==> src/rtl/repeated_add_multiplier.sv <==
// Sequential unsigned multiplier: adds A into P once per cycle while B counts down to zero.
// Optional build macro MULT_OVF_FLAG_EN adds a sticky carry-out flag (ovf).
module repeated_add_multiplier #(
    parameter int WIDTH = 16
) (
    input  logic             clk,
    input  logic             rst_n,
    input  logic             start,
    input  logic [WIDTH-1:0] data_in,
    output logic [WIDTH-1:0] product,
    output logic             done,
    output logic             busy
`ifdef MULT_OVF_FLAG_EN
    ,
    output logic             ovf
`endif
);

    typedef enum logic [2:0] {
        IDLE   = 3'd0,
        LOAD_A = 3'd1,
        LOAD_B = 3'd2,
        ADD    = 3'd3,
        DONE   = 3'd4
    } state_t;

    state_t           state_q, state_d;
    logic [WIDTH-1:0] a_q, a_d;
    logic [WIDTH-1:0] b_q, b_d;
    logic [WIDTH-1:0] p_q, p_d;
    logic             eqz;

`ifdef MULT_OVF_FLAG_EN
    logic             ovf_q, ovf_d;
    logic [WIDTH:0]   sum_c;

    // Returns {carry, sum}; the carry feeds the sticky overflow flag.
    function automatic logic [WIDTH:0] add_carry(input logic [WIDTH-1:0] x,
                                                 input logic [WIDTH-1:0] y);
        return {1'b0, x} + {1'b0, y};
    endfunction

    assign sum_c = add_carry(p_q, a_q);
`endif

    assign eqz = (b_q == '0);

    always_ff @(posedge clk or negedge rst_n) begin
        if (!rst_n) begin
            state_q <= IDLE;
            a_q     <= '0;
            b_q     <= '0;
            p_q     <= '0;
`ifdef MULT_OVF_FLAG_EN
            ovf_q   <= 1'b0;
`endif
        end else begin
            state_q <= state_d;
            a_q     <= a_d;
            b_q     <= b_d;
            p_q     <= p_d;
`ifdef MULT_OVF_FLAG_EN
            ovf_q   <= ovf_d;
`endif
        end
    end

    always_comb begin
        state_d = state_q;
        a_d     = a_q;
        b_d     = b_q;
        p_d     = p_q;
`ifdef MULT_OVF_FLAG_EN
        ovf_d   = ovf_q;
`endif
        case (state_q)
            IDLE: begin
                if (start) state_d = LOAD_A;
            end
            LOAD_A: begin
                a_d     = data_in;
                state_d = LOAD_B;
            end
            LOAD_B: begin
                b_d     = data_in;
                p_d     = '0;
`ifdef MULT_OVF_FLAG_EN
                ovf_d   = 1'b0;
`endif
                state_d = ADD;
            end
            ADD: begin
                if (eqz) begin
                    state_d = DONE;
                end else begin
`ifdef MULT_OVF_FLAG_EN
                    p_d   = sum_c[WIDTH-1:0];
                    ovf_d = ovf_q | sum_c[WIDTH];
`else
                    p_d   = p_q + a_q;
`endif
                    b_d   = b_q - 1'b1;
                end
            end
            DONE: begin
                // Start must fall before a new multiply can begin.
                if (!start) state_d = IDLE;
            end
            default: state_d = IDLE;
        endcase
    end

    assign product = p_q;
    assign done    = (state_q == DONE);
    assign busy    = (state_q == LOAD_A) || (state_q == LOAD_B) || (state_q == ADD);
`ifdef MULT_OVF_FLAG_EN
    assign ovf     = ovf_q;
`endif

endmodule

==> config.mk <==
export PLATFORM = sky130hd
export DESIGN_NAME = repeated_add_multiplier
export DESIGN_NICKNAME = d
export VERILOG_FILES = /design/src/rtl/repeated_add_multiplier.sv
export SDC_FILE = /design/constraint.sdc
export NUM_CORES = 1
export LEC_CHECK = 0
export ABC_CLOCK_PERIOD_IN_PS = 2690
export BUFFER_PORTS_ARGS = -buffer_cell sky130_fd_sc_hd__clkbuf_2
export CORE_MARGIN = 10
export CORE_UTILIZATION = 50
export DETAILED_ROUTE_END_ITERATION = 7
export PLACE_DENSITY = 0.78
export SETUP_SLACK_MARGIN = 0.4
export SLEW_MARGIN = 20
export SYNTH_ARGS = -nofsm -noshare
export SYNTH_HDL_FRONTEND = slang
export SYNTH_SLANG_ARGS = --single-unit
==> constraint.sdc <==
create_clock -name clk -period 2.69 [get_ports clk]
set_input_delay 0.1345 -clock clk [delete_from_list [all_inputs] [get_ports clk]]
set_output_delay 0.1345 -clock clk [all_outputs]
set_load 0.02 [all_outputs]
==> reports/qor.csv <==
stage;metric;value;unit
timing;Final Hold Fails;0;
floorplan;Die Wd;98.8;um
floorplan;die area;9760;um2
timing;Final Critical Period;2.27;ns
timing;post-route clock period utilization;84.3;%
logic_synthesis;synth top area cells;dfrtp_1 (41%), ha_1 (6.9%), o21ai_0 (6.1%);
route;Starting DRT DRC Count;157;
setup_path;Critical Path Fanout Max;4;
layout;commonest non-fill, non-tap cells in the layout;dfrtp_1 (51), o21ai_0 (37), clkbuf_2 (36);
global_route;vias in the first global route;2536;
logic_synthesis;synth warn;0;
clocking;Num CTS Buffers;5;
power_and_ir_drop;P per Cell Area;1370;nW/um2
route;routed vias;2650;
layout;Nets;404;
logic_synthesis;Main synth FF type;dfrtp_1;
route;wire length per cell;17.4;um
timing;Worst slew margin;65.3;%
floorplan;core area;5990;um2
floorplan;I/O Pins;37;
logic_synthesis;Post-Syn Nets;364;
placement;port bufs;36;
global_route;gr usage total;15.3;%
placement;gpl congestion;0.916;
route;Post-DRT Antenna Nets;0;
timing;Final Setup Violations;0;
layout;most common cell after layout, fill and taps aside;dfrtp_1;
layout;layout cells sized above 1;28.0;%
timing;Clock Skew;0.00424;ns
setup_path;WS Path Type;flip-flop to flip-flop;
logic_synthesis;syn_area_per_cell;9.49;um2
layout;fin cells;443;
placement;Detailed Place HPWL;5560;um
setup_path;Critical Path Start Type;flip-flop;
route;drt drc;0;
min_path;HP Class;primary input to flip-flop;
floorplan;# rows;28;
logic_synthesis;Async SR Flop Fraction;100;%
timing;Worst Tran Pin Value;0.520;ns
power_and_ir_drop;Final Total Pwr;0.00500;W
layout;ant diodes;0;
clocking;CTS tree;yes;
logic_synthesis;Seq/Total Area, Yosys;41.1;%
global_route;first-pass GRT wire length;12500;um
logic_synthesis;Yosys top cell by area;dfrtp_1;
clocking;H-tree lvl count;2;
logic_synthesis;Cells after Synth;327;
setup_path;Data required, critical path;2.89;ns
outcome;status;finished clean;
clocking;Worst-Skew Late Latency;0.31;ns
floorplan;die height;98.8;um
clocking;clock sink count;51;
global_route;Remaining Overflow, GRT;0;
logic_synthesis;Synth cell types;58;
layout;Area Growth Syn to Fin;17.3;%
floorplan;Initial Util;51.8;%
logic_synthesis;Synth Cell Area;3100;um2
logic_synthesis;EDFF count, synth;0;
route;Detailed Routing Iterations Pass 1;4;
clocking;Root Buffer Master;clkbuf_8;
setup_path;endpoint type of the worst setup path;flip-flop;
clocking;CTS Buffer Depth;2;
power_and_ir_drop;Static Leak;1.56;nW
timing;f_max;441;MHz
global_route;largest net degree at the start of global routing;39;
timing;Pins Over Slew Limit;0;
clocking;Worst-path clk slew;0.09;ns
logic_synthesis;Yosys reg bits;51;
route;Via density;5.98;
power_and_ir_drop;peak supply drop;0.526;mV
global_route;initial antenna violation count;0;
flow_run;max_cap viols;0;
logic_synthesis;top cell type's share of synthesized area;41.1;%
placement;Placed Cells;428;
route;final wirelength;7710;um
timing;setup repair after global routing missed its margin;yes;
setup_path;Crit path arrival time;2.47;ns
timing;total negative slack;0;ns
[critical path, stage by stage, from the launching register on]
cell	delay, ns
dfrtp_1	0.42
ha_1	0.38
o211ai_1	0.11
o21a_2	0.25
a2111oi_2	0.44
o31ai_1	0.14
and2_1	0.15
a221o_1	0.28
[cells in the mapped netlist, types with 4 or more instances]
library cell / count
nor2b_1: 6
nor3_1: 8
dfrtp_1: 51
nand2_1: 28
xnor2_1: 5
o21a_1: 4
xor2_1: 5
a21oi_1: 23
ha_1: 17
nand3_1: 9
a22oi_1: 5
buf_2: 5
o21ai_0: 38
nand2b_1: 4
mux2_2: 16
clkbuf_1: 10
inv_1: 8
a31oi_1: 4
nor2_1: 22
[repair_timing]
item,in CTS,in global routing
endpoints found under the hold margin,51,0
hold buffers,1,0
endpoints found under the setup margin,4,26
setup buffers,0,6
gates resized for setup,7,15
pin swaps,0,10
[cell families (layout without fill, tap and decap cells)]
family,count (synthesis),in the layout,synth area share [%]
compound gates,109,109,22.8
xor+xnor,10,10,2.82
simple gates,98,98,16.2
fa+ha+maj,18,18,7.50
mux,16,16,5.80
buf+inv,25,66,3.71
flops,51,51,41.1
[layout make-up]
cell class / instances / area (um2)
Clock buffer: 6 / 82.6
Clock inverter: 2 / 35.0
Fill cell: 508 / 2350
Inverter: 8 / 30.0
Multi-Input combinational cell: 251 / 1820
Sequential cell: 51 / 1280
Tap cell: 75 / 93.8
Timing Repair Buffer: 50 / 300
[where the power goes]
group	switching (W)	internal [W]
registers	0.000337	0.00113
clock network	0.000262	0.000301
logic	0.00168	0.00129
[state kept, by name, indices dropped and copies added, names as in the netlist]
name,count
b_q,16
a_q,16
state_q,3
product,16
[metrics by stage]
| step | hold slack (ns) | util [%] | setup slack [ns] | instance area, um2 |
|---|---|---|---|---|
| floorplan | -0.161 | - | 0.412 | 3100 |
| global placement | 0.178 | 56.1 | 0.393 | 3360 |
| detailed placement | 0.171 | 56.1 | 0.197 | 3360 |
| CTS | 0.0674 | 58.7 | 0.405 | 3520 |
| global route | 0.0711 | 60.8 | 0.360 | 3640 |
| finish | 0.0692 | 60.8 | 0.421 | 3640 |
[worst paths after layout]
kind	from	end	slack, ns	depth (start not counted)
worst min-delay path	start	state_q[2]	0.07	2
max in group asynchronous	rst_n	product[8]	2.08	3
worst max-delay path	product[3]	product[15]	0.42	7
min in group asynchronous	rst_n	b_q[0]	0.35	3
worst min register to register	a_q[4]	a_q[4]	0.53	1
worst max register to register	product[3]	product[15]	0.42	7
[metal layers]
| metal | track usage [%] | up-vias | part of all wire, % |
|---|---|---|---|
| met5 | 0 | - | 0 |
| met4 | 5.51 | 0 | 1.8 |
| met3 | 4.26 | 13 | 5.7 |
| met2 | 24.3 | 62 | 49 |
| met1 | 19.2 | 1303 | 43 |
| li1 | - | 1272 | - |
Note: power is estimated with default switching activity, not from simulation.
